## config.mk

```make
export PLATFORM = sky130hd
export DESIGN_NAME = branch_redirect_ctrl
export DESIGN_NICKNAME = d
export VERILOG_FILES = /design/src/rtl/branch_redirect_ctrl.sv
export SDC_FILE = /design/constraint.sdc
export NUM_CORES = 1
export LEC_CHECK = 0
export ABC_AREA = 0
export BUFFER_PORTS_ARGS = -buffer_cell sky130_fd_sc_hd__buf_2
export CAP_MARGIN = 20
export CORE_MARGIN = 2
export CORE_UTILIZATION = 45
export DETAILED_ROUTE_END_ITERATION = 8
export PLACE_DENSITY_LB_ADDON = 0.3
export RECOVER_POWER = 100
export SYNTH_ARGS = -nofsm -noshare
export SYNTH_HDL_FRONTEND = slang
export SYNTH_SLANG_ARGS = --single-unit
```

## constraint.sdc

```tcl
create_clock -name clk -period 4.2 [get_ports clk]
set_input_delay 0.21 -clock clk [delete_from_list [all_inputs] [get_ports clk]]
set_output_delay 0.21 -clock clk [all_outputs]
set_load 0.02 [all_outputs]
```

## src/rtl/branch_redirect_ctrl.sv

```systemverilog
// branch_redirect_ctrl
//   Sequences jump and branch target generation between dispatch and the IFQ.
//   Jumps are redirected one cycle after acceptance. A conditional branch is
//   predicted not-taken: its target and ROB tag are held until the CDB
//   resolves it. A taken resolution raises a one-cycle mispredict pulse and a
//   redirect. Dispatch is stalled while any control transfer is outstanding.
//
// Ports
//   clk, rst            clock, synchronous active-high reset
//   disp_*              control instruction presented by dispatch
//   cdb_*               common data bus broadcast (tag + branch outcome)
//   flush               external squash, highest priority
//   ifq_redirect_ready  IFQ accepts the redirect this cycle
//   branch_stall        dispatch must hold (combinational from state)
//   ifq_redirect_*      registered redirect request and target PC
//   mispredict_*        registered one-cycle pulse with the branch tag
//   branch_count        saturating count of accepted branches
//   mispredict_count    saturating count of signalled mispredicts
module branch_redirect_ctrl #(
    parameter int TAG_W = 6,
    parameter int CNT_W = 16
) (
    input  logic             clk,
    input  logic             rst,
    input  logic             disp_valid,
    input  logic             disp_is_jump,
    input  logic             disp_is_branch,
    input  logic [31:0]      disp_pc_plus4,
    input  logic [15:0]      disp_immediate,
    input  logic [25:0]      disp_address,
    input  logic [TAG_W-1:0] disp_rob_tag,
    input  logic             cdb_valid,
    input  logic [TAG_W-1:0] cdb_tag,
    input  logic             cdb_branch_taken,
    input  logic             flush,
    input  logic             ifq_redirect_ready,
    output logic             branch_stall,
    output logic             ifq_redirect_valid,
    output logic [31:0]      ifq_redirect_addr,
    output logic             mispredict_valid,
    output logic [TAG_W-1:0] mispredict_tag,
    output logic [CNT_W-1:0] branch_count,
    output logic [CNT_W-1:0] mispredict_count
);

    typedef enum logic [1:0] {
        IDLE     = 2'd0,
        WAIT_RES = 2'd1,
        REDIRECT = 2'd2
    } state_t;

    state_t           state;
    logic [TAG_W-1:0] held_tag;

    function automatic logic [31:0] jump_target(input logic [31:0] pc_plus4,
                                                input logic [25:0] address);
        return {pc_plus4[31:28], address, 2'b00};
    endfunction

    // Word offset sign-extended to a byte offset; the add wraps modulo 2^32.
    function automatic logic [31:0] branch_target(input logic [31:0] pc_plus4,
                                                  input logic [15:0] imm);
        logic signed [31:0] byte_off;
        byte_off = signed'({{14{imm[15]}}, imm, 2'b00});
        return pc_plus4 + $unsigned(byte_off);
    endfunction

    function automatic logic [CNT_W-1:0] sat_inc(input logic [CNT_W-1:0] cnt);
        return (&cnt) ? cnt : cnt + 1'b1;
    endfunction

    assign branch_stall = (state != IDLE);

    always_ff @(posedge clk) begin
        if (rst) begin
            state              <= IDLE;
            held_tag           <= '0;
            ifq_redirect_valid <= 1'b0;
            ifq_redirect_addr  <= '0;
            mispredict_valid   <= 1'b0;
            mispredict_tag     <= '0;
            branch_count       <= '0;
            mispredict_count   <= '0;
        end else begin
            // Mispredict is a pulse: only the taken-resolution path raises it.
            mispredict_valid <= 1'b0;
            if (flush) begin
                // Squash drops any pending branch or redirect; counters stay.
                state              <= IDLE;
                ifq_redirect_valid <= 1'b0;
            end else begin
                case (state)
                    IDLE: begin
                        if (disp_valid) begin
                            if (disp_is_jump) begin
                                ifq_redirect_addr  <= jump_target(disp_pc_plus4, disp_address);
                                ifq_redirect_valid <= 1'b1;
                                state              <= REDIRECT;
                            end else if (disp_is_branch) begin
                                // Target parked in the address register until resolution.
                                ifq_redirect_addr <= branch_target(disp_pc_plus4, disp_immediate);
                                held_tag          <= disp_rob_tag;
                                branch_count      <= sat_inc(branch_count);
                                state             <= WAIT_RES;
                            end
                        end
                    end
                    WAIT_RES: begin
                        if (cdb_valid && (cdb_tag == held_tag)) begin
                            if (cdb_branch_taken) begin
                                ifq_redirect_valid <= 1'b1;
                                mispredict_valid   <= 1'b1;
                                mispredict_tag     <= held_tag;
                                mispredict_count   <= sat_inc(mispredict_count);
                                state              <= REDIRECT;
                            end else begin
                                // Fall-through path is already being fetched.
                                state <= IDLE;
                            end
                        end
                    end
                    REDIRECT: begin
                        if (ifq_redirect_ready) begin
                            ifq_redirect_valid <= 1'b0;
                            state              <= IDLE;
                        end
                    end
                    default: begin
                        ifq_redirect_valid <= 1'b0;
                        state              <= IDLE;
                    end
                endcase
            end
        end
    end

endmodule
```

==> metrics.txt <==
Num CTS Buffers 9; Die Span X about 110 um; vias 5,373; Crit path required time ~4400 ps; Max Cap Violations 0; vias per cell about 5.7; FMAX roughly 300 MHz; Worst VDD drop about 0.25 mV; most frequent cells in the layout buf_2 (94), dfxtp_1 (80), nor2_1 (79); outcome completed; drt wl/cell 16.3 um; Final ANT Viol Nets 0; Setup Fix Bufs, Post-CTS 0; commonest non-fill, non-tap cell in the layout buf_2; Synth Flop Type dfxtp_1; Pwr Total just over 2 mW; fin crit share between 70% and 80%; Initial DRC Count between 200 and 300; io pins between 150 and 200; DRT Pass-1 Iters 5; Die Ht between 100 and 150 um; Tot GR Track Use 24.8%; die area between 0.01 and 0.015 mm2; worst slew pin tran between 1000 and 1500 ps; clk sinks 80; post-synthesis area per instance between 8 and 9 um2; drc violations 0; Max Root-Sink Buffers 2; Antenna Cells 0; setup violators final 0; RSZ-0062 raised after global routing no; Gate Count Post-Synth 635; clock skew about 7.9 ps; worst-skew pair later-pin latency between 300 and 400 ps; largest net degree at the start of global routing 53; Post-Layout Inst Area just over 0.006 mm2; Clk pin slew, worst setup/hold paths approximately 70 ps; antenna violations before repair 0; sequential fraction of the synthesis area a little under a third; Post-DP Area 0.00603 mm2; Ys Warns 0; Root Buffer clkbuf_16; Hold Vio Cnt, Final 0; Unique masters post-synth 60; crit end category flip-flop; Worst Setup Start Kind flip-flop; Post-synth EDFFs 0; CORE AREA 0.0109 mm2; port bufs 167; FFs w/ async S/R, synth 0%; Crit Path Class flip-flop to flip-flop; Remaining Overflow, GRT 0; CTS Hold Bufs 0; Yosys reg bits 80; area delta synth->final 21.4%; pwr dens 334 mW/mm2; max-slew violations 0; CTS H-Tree Depth 3; dpl hpwl 11.4 mm; Total Nets Final 920; Rel. slew slack a little over a quarter; leak pwr approximately 2.5 nW; mapped cell area about 0.005 mm2; starting density of the core 46.5%; HP Class primary input to flip-flop; Post-CTS Resized 0; vias in the first global route 5,064; Crit path arrival time approximately 3600 ps; GPL Wtd Cong 0.917; layout cell share with drive strength beyond 1 15.7%; Final min period 3320 ps; crit-path max FO 22; Syn Nets approximately 760; final WL about 15 mm; first-pass GRT wire length around 24 mm; # rows 38; TritonCTS clock tree done; Fin Setup TNS 0 ps
==> cell usage after synthesis (all sizes together), types with 10 or more instances <==
| cell type | n | share of area, % |
|---|---|---|
| o21ai | 40 | 4.0 |
| clkbuf | 23 | 1.7 |
| dfxtp | 80 | 31 |
| nand4 | 10 | 1.2 |
| a21o | 14 | 2.3 |
| xnor2 | 24 | 4.1 |
| or3 | 10 | 1.2 |
| xor2 | 30 | 5.2 |
| nor3 | 19 | 2.1 |
| a211oi | 12 | 2.1 |
| a31oi | 10 | 1.6 |
| a21oi | 59 | 6.1 |
| mux2i | 15 | 3.0 |
| nand2 | 71 | 5.2 |
| nor2 | 79 | 5.8 |
| nand3 | 19 | 1.9 |
| and3 | 12 | 1.5 |
| ha | 31 | 7.6 |
==> flip-flops by register name (all words and copies together) (netlist names) <==
| signal | cells |
|---|---|
| ifq_redirect_valid | 1 |
| held_tag | 6 |
| mispredict_count | 16 |
| mispredict_tag | 6 |
| state | 2 |
| mispredict_valid | 1 |
| ifq_redirect_addr | 32 |
| branch_count | 16 |
==> critical path, cell delays in order (launching register included) <==
cell and delay [ps]:
dfxtp_1 370, nor4b_1 570, o21ai_0 290, clkbuf_1 510
nor2_1 520, clkbuf_1 480, a32oi_1 180, o41ai_1 290
==> power breakdown <==
part           switching, mW  internal, mW  leakage, nW  total (mW)
sequential            0.0163         0.782        0.649       0.799
combinational          0.280         0.181         1.70       0.461
clock                  0.336         0.464        0.147       0.801
==> cells by family after synthesis <==
logic type	synth area share (%)
flops	31.5
simple gates	23.1
mux	2.95
xor+xnor	9.30
fa+ha+maj	8.02
buf+inv	2.48
compound gates	22.7
==> final cells by class <==
cell class	count	area (um2)
Clock buffer	10	229
Sequential cell	80	1600
Tap cell	140	175
Timing Repair Buffer	173	782
Fill cell	1069	4760
Clock inverter	6	66.3
Inverter	7	26.3
Multi-Input combinational cell	522	3300
==> metrics by stage <==
stage	instances	hold slack, ps	setup slack, ps	utilization [%]
6_report	938	87.5	877	56.5
3_3_place_gp	920	427	1280	55.1
4_1_cts	936	75.0	1100	57.8
5_1_grt	938	100	515	56.5
3_5_place_dp	920	435	1170	55.1
2_1_floorplan	635	286	1510	-
==> routing by layer <==
metal  vias to the layer above  share of wire [%]  track usage (%)
met5                         -                  0                0
met4                         0                2.4             9.64
met3                        25                7.6             4.88
met2                       206                 47             41.4
met1                      2525                 43             31.6
li1                       2617                  -                -
==> final timing paths <==
path                                     startpoint                                 end  slack (ps)  cells past startpoint
setup reg to reg              state[0]$_SDFFE_PP0P_  ifq_redirect_addr[31]$_SDFFE_PP0P_         880                      7
setup / recovery              state[0]$_SDFFE_PP0P_  ifq_redirect_addr[31]$_SDFFE_PP0P_         880                      7
hold / removal                    disp_pc_plus4[31]  ifq_redirect_addr[31]$_SDFFE_PP0P_          90                      2
hold reg to reg   ifq_redirect_addr[0]$_SDFFE_PP0P_   ifq_redirect_addr[0]$_SDFFE_PP0P_         460                      2
No activity file was read; power rests on OpenSTA's default activity.
